### src/rtl/apb_regs_pkg.sv
// Shared types for the APB slave controller: FSM states, address classes, counter width.
package apb_regs_pkg;

  localparam int unsigned CntW = 4;

  typedef enum logic [0:0] {
    StIdle,
    StAccess
  } apb_state_e;

  typedef enum logic [1:0] {
    ClsRw,
    ClsRo,
    ClsErr
  } addr_cls_e;

endpackage

### src/rtl/apb_addr_class.sv
// Combinational address decoder: classifies an APB address as RW, RO or error
// and returns the register index within its class.
module apb_addr_class
  import apb_regs_pkg::*;
#(
  parameter int unsigned AWIDTH           = 4,
  parameter int unsigned REGWN            = 5,
  parameter int unsigned REGRN            = 3,
  parameter int unsigned REGR_ADDR_OFFSET = 5
) (
  input  logic [AWIDTH-1:0] addr_i,
  input  logic              write_i,
  output addr_cls_e         cls_o,
  output logic [AWIDTH-1:0] idx_o
);

  always_comb begin
    cls_o = ClsErr;
    idx_o = '0;
    if (32'(addr_i) < REGWN) begin
      cls_o = ClsRw;
      idx_o = addr_i;
    end else if (32'(addr_i) >= REGR_ADDR_OFFSET &&
                 32'(addr_i) < REGR_ADDR_OFFSET + REGRN && !write_i) begin
      // Writes to status registers fall through to the error class.
      cls_o = ClsRo;
      idx_o = addr_i - AWIDTH'(REGR_ADDR_OFFSET);
    end
  end

endmodule

### src/rtl/apb_slave_ctrl.sv
// APB slave transfer controller: sequences SETUP/ACCESS with wait states and
// drives register-bank strobes, read mux and the APB response.
module apb_slave_ctrl
  import apb_regs_pkg::*;
#(
  parameter int unsigned AWIDTH           = 4,
  parameter int unsigned DWIDTH           = 32,
  parameter int unsigned REGWN            = 5,
  parameter int unsigned REGRN            = 3,
  parameter int unsigned REGR_ADDR_OFFSET = 5,
  parameter int unsigned WAIT_STATES      = 1
) (
  input  logic                    pclk_i,
  input  logic                    preset_i,
  input  logic                    psel_i,
  input  logic                    penable_i,
  input  logic                    pwrite_i,
  input  logic [AWIDTH-1:0]       paddr_i,
  input  logic [DWIDTH-1:0]       pwdata_i,
  output logic [DWIDTH-1:0]       prdata_o,
  output logic                    pready_o,
  output logic                    pslverr_o,
  output logic [REGWN-1:0]        reg_we_o,
  output logic [DWIDTH-1:0]       reg_wdata_o,
  input  logic [REGWN*DWIDTH-1:0] rw_rdata_i,
  input  logic [REGRN*DWIDTH-1:0] ro_rdata_i,
  output logic [REGRN-1:0]        ro_rd_o
);

  apb_state_e        state_q, state_d;
  logic [CntW-1:0]   cnt_q, cnt_d;
  addr_cls_e         cls_q, cls_d, cls_w;
  logic [AWIDTH-1:0] idx_q, idx_d, idx_w;
  logic              write_q, write_d;
  logic [DWIDTH-1:0] wdata_q, wdata_d;

  apb_addr_class #(
    .AWIDTH          (AWIDTH),
    .REGWN           (REGWN),
    .REGRN           (REGRN),
    .REGR_ADDR_OFFSET(REGR_ADDR_OFFSET)
  ) u_addr_class (
    .addr_i (paddr_i),
    .write_i(pwrite_i),
    .cls_o  (cls_w),
    .idx_o  (idx_w)
  );

  always_comb begin
    state_d = state_q;
    cnt_d   = cnt_q;
    cls_d   = cls_q;
    idx_d   = idx_q;
    write_d = write_q;
    wdata_d = wdata_q;
    unique case (state_q)
      StIdle: begin
        if (psel_i && !penable_i) begin
          state_d = StAccess;
          cnt_d   = CntW'(WAIT_STATES);
          cls_d   = cls_w;
          idx_d   = idx_w;
          write_d = pwrite_i;
          wdata_d = pwdata_i;
        end
      end
      StAccess: begin
        // Completion and master abort both end the transfer.
        if (cnt_q == '0 || !(psel_i && penable_i)) begin
          state_d = StIdle;
        end else begin
          cnt_d = cnt_q - CntW'(1);
        end
      end
      default: state_d = StIdle;
    endcase
  end

  always_ff @(posedge pclk_i or posedge preset_i) begin
    if (preset_i) begin
      state_q <= StIdle;
      cnt_q   <= '0;
      cls_q   <= ClsRw;
      idx_q   <= '0;
      write_q <= 1'b0;
      wdata_q <= '0;
    end else begin
      state_q <= state_d;
      cnt_q   <= cnt_d;
      cls_q   <= cls_d;
      idx_q   <= idx_d;
      write_q <= write_d;
      wdata_q <= wdata_d;
    end
  end

  assign pready_o    = (state_q == StAccess) && (cnt_q == '0);
  assign reg_wdata_o = wdata_q;

  // Strobes and read data live only in the completion cycle.
  always_comb begin
    prdata_o  = '0;
    pslverr_o = 1'b0;
    reg_we_o  = '0;
    ro_rd_o   = '0;
    if (pready_o) begin
      unique case (cls_q)
        ClsRw: begin
          for (int i = 0; i < int'(REGWN); i++) begin
            if (idx_q == AWIDTH'(i)) begin
              if (write_q) reg_we_o[i] = 1'b1;
              else         prdata_o    = rw_rdata_i[i*DWIDTH +: DWIDTH];
            end
          end
        end
        ClsRo: begin
          for (int i = 0; i < int'(REGRN); i++) begin
            if (idx_q == AWIDTH'(i)) begin
              ro_rd_o[i] = 1'b1;
              prdata_o   = ro_rdata_i[i*DWIDTH +: DWIDTH];
            end
          end
        end
        ClsErr:  pslverr_o = 1'b1;
        default: pslverr_o = 1'b0;
      endcase
    end
  end

endmodule
### config.mk
export PLATFORM = sky130hd
export DESIGN_NAME = apb_slave_ctrl
export DESIGN_NICKNAME = d
export VERILOG_FILES = /design/src/rtl/apb_regs_pkg.sv /design/src/rtl/apb_addr_class.sv /design/src/rtl/apb_slave_ctrl.sv
export SDC_FILE = /design/constraint.sdc
export NUM_CORES = 1
export LEC_CHECK = 0
export CAP_MARGIN = 25
export CORE_AREA = 2 2 145 147
export CTS_BUF_LIST = sky130_fd_sc_hd__clkbuf_4 sky130_fd_sc_hd__clkbuf_8
export DETAILED_ROUTE_END_ITERATION = 10
export DIE_AREA = 0 0 147 149
export SKIP_CTS_REPAIR_TIMING = 1
export SYNTH_ARGS = -nofsm -noshare
export SYNTH_HDL_FRONTEND = slang
export SYNTH_SLANG_ARGS = --single-unit
### constraint.sdc
create_clock -name pclk_i -period 3.8 [get_ports pclk_i]
set_clock_uncertainty 0.2 [all_clocks]
set_input_delay 0.76 -clock pclk_i [delete_from_list [all_inputs] [get_ports pclk_i]]
set_output_delay 0.76 -clock pclk_i [all_outputs]
set_load 0.02 [all_outputs]
==> run_results.csv <==
group,metric,value,unit
worst_setup_path,worst_ep_required_time,2840,ps
floorplan,die_x,147,µm
sta,finalHoldViolCount,0,
layout,fin_area,8290,µm²
grt,grt_max_degree,44,
sta,fin_ws,178,ps
logic_synthesis,synth_seq_cells,44,
power_and_ir_drop,p_comb_share,56.4,%
worst_setup_path,crit_fanout,8,
sta,slew_violations,0,
logic_synthesis,ys_warn_count,0,
logic_synthesis,synthCells,535,
floorplan,coreArea,20600,µm²
logic_synthesis,synth-async-reset-ratio,100,%
place,gp_congestion,0.859,
layout,nNetsFinal,1175,
floorplan,dieArea,21900,µm²
routing,dr.pass1.iters,5,
routing,drt_first_iter_violations,225,
layout,diodes,0,
power_and_ir_drop,power,2.21,mW
layout,multiInputGateArea,2760,µm²
power_and_ir_drop,p_int,1.41,mW
logic_synthesis,yosysMostFrequentCell,"nand2_1",
logic_synthesis,synth.distinct_cells,39,
floorplan,dieHeight,149,µm
logic_synthesis,synth_area,4100,µm²
worst_setup_path,crit_path_end_kind,"output pin",
logic_synthesis,yosys-top-cells-count,"106 x nand2_1, 62 x mux2i_1, 49 x nor2_1, 44 x dfrtp_1, 41 x o22ai_1",
worst_setup_path,critPathArrivalTime,2660,ps
logic_synthesis,seq_area_frac_synth,26.9,%
power_and_ir_drop,p_sw_share,36.2,%
power_and_ir_drop,cellLeakagePower,3.88,nW
clock_network,cts_sinks,44,
place,hpwl,17000,µm
sta,rsz0062_at_grt,"no",
floorplan,initial_core_util,19.9,%
layout,fill_cells,2074,
place,placed_area,8060,µm²
layout,ff_latch_area,1110,µm²
clock_network,clkLatencyLatePin,300,ps
power_and_ir_drop,power_frac_clock,16.4,%
hold_path,hold_class,"flip-flop to flip-flop",
grt,grt_pass1_wl,32300,µm
logic_synthesis,synth_area_leaders,"dfrtp_1 27%, mux2i_1 15%, nand2_1 9.7%",
sta,relSlewSlack,49.8,%
clock_network,cts_max_path_buffers,2,
routing,viasPerCell,4.82,
clock_network,cts_made_buffers,5,
place,post-place-ws,73.2,ps
routing,drcViolationCount,0,
sta,fin_crit,3620,ps
logic_synthesis,syn-num-nets,834,
logic_synthesis,postSynthAreaPerCell,7.65,µm²
worst_setup_path,critical_path_class,"flip-flop to output pin",
logic_synthesis,synth_top_cell_area_share,26.9,%
clock_network,cts_max_level,2,
clock_network,cts_tree,"yes",
sta,finalSetupViolCount,0,
logic_synthesis,yosys.area.top_type,"dfrtp_1",
place,port_buffers,370,
grt,grt_pass1_vias,5449,
layout,drive_gt1_share,5.02,%
grt,antenna_found_initial,0,
sta,max_freq,276,MHz
power_and_ir_drop,powerDensity,267,nW/µm²
routing,ant_nets,0,
logic_synthesis,synth_flop_cell,"dfrtp_1",
grt,grt_use_total,18.8,%
worst_setup_path,cp-start-kind,"flip-flop",
floorplan,rows,53,
job,maxCapViolCount,0,
layout,area_growth,102,%
routing,finalWirelength,23000,µm
sta,finalCritPeriodShare,95.3,%
power_and_ir_drop,peakVddDrop,263,µV
layout,post-route-util,40.3,%
outcome,status,"finished, final reports clean",
clock_network,path_clk_slew,90,ps
routing,vias,5550,
routing,routedWlPerCell,19.9,µm
grt,gr-total-overflow,0,
sta,worst_pin_slew,749,ps
power_and_ir_drop,sequentialPowerShare,27.2,%
logic_synthesis,synth-edff-count,0,
floorplan,io_pins,371,
power_and_ir_drop,p_sw,801,µW
clock_network,ctsRootBufferMaster,"clkbuf_8",
## registers in the layout, indices dropped and copies added (netlist names)
register	flops
reg_wdata_o	32
cnt_q	4
idx_q	4
cls_q	2
state_q	1
write_q	1
## worst paths after layout
| check | end | slack (ps) | cells after the start | startpoint |
|---|---|---|---|---|
| max reg2reg | idx_q[3] | 1850 | 3 | state_q |
| max in group asynchronous | idx_q[1] | 2050 | 3 | preset_i |
| max | prdata_o[5] | 180 | 7 | cnt_q[0] |
| min reg2reg | reg_wdata_o[15] | 280 | 2 | reg_wdata_o[15] |
| min in group asynchronous | reg_wdata_o[12] | 600 | 2 | preset_i |
| min | reg_wdata_o[15] | 280 | 2 | reg_wdata_o[15] |
## metrics by stage
stage	std cells	setup TNS [ps]	hold slack [ps]
CTS	1150	-7490	281
global placement	1142	0	257
global route	1152	0	296
detailed placement	1142	0	261
floorplan	535	0	262
finish	1152	0	276
## cells in the final DEF, fill, tap and decap left out, drive strengths merged, types with 4 or more instances in the layout
| cell type | n |
|---|---|
| a21oi | 32 |
| a2bb2oi | 11 |
| buf | 16 |
| clkbuf | 7 |
| clkdlybuf4s50 | 332 |
| dfrtp | 44 |
| dlymetal6s2s | 37 |
| inv | 7 |
| mux2i | 62 |
| nand2 | 107 |
| nand2b | 12 |
| nor2 | 49 |
| nor2b | 13 |
| nor3 | 8 |
| nor3b | 4 |
| o21ai | 4 |
| o22a | 23 |
| o22ai | 41 |
| o2bb2ai | 11 |
| o32ai | 23 |
| or2 | 4 |
| or4 | 6 |
## layout make-up
cell class | count | area share [%]
clock buffers | 6 | 0.921
inverters | 8 | 0.362
clock inverters | 2 | 0.423
repair buffers | 386 | 47.5
well taps | 275 | 4.15
flip-flops and latches | 44 | 13.3
multi-input cells | 431 | 33.3
## layer usage
| metal | part of all wire, % | up-vias | track usage (%) |
|---|---|---|---|
| met3 | 8.8 | 21 | 5.05 |
| met4 | 1.2 | 0 | 3.61 |
| li1 | - | 2631 | - |
| met5 | 0 | - | 0 |
| met2 | 48 | 279 | 32.2 |
| met1 | 42 | 2619 | 24.0 |
## critical path, cell delays in order, from the launching register on
cell            delay (ps)
dfrtp_1                400
inv_1                   80
ha_1                   160
nor3b_4                290
nand2_2                190
or4_4                  640
o32ai_1                330
dlymetal6s2s_1         270
## power groups by stage
| stage | combinational (mW) | clock (mW) | sequential [mW] |
|---|---|---|---|
| global placement | 1.25 | 0 | 0.602 |
| floorplan | 0.561 | 0 | 0.661 |
| finish | 1.25 | 0.363 | 0.602 |
| CTS | 1.25 | 0.379 | 0.597 |
| detailed placement | 1.25 | 0 | 0.603 |
| global route | 1.35 | 0.397 | 0.614 |
## cells by family after synthesis
group / synth area share (%)
compound gates: 26.3
buf+inv: 6.54
fa+ha+maj: 0.611
xor+xnor: 0.214
simple gates: 24.3
flops: 26.9
mux: 15.2
No activity file was read; power rests on OpenSTA's default activity.
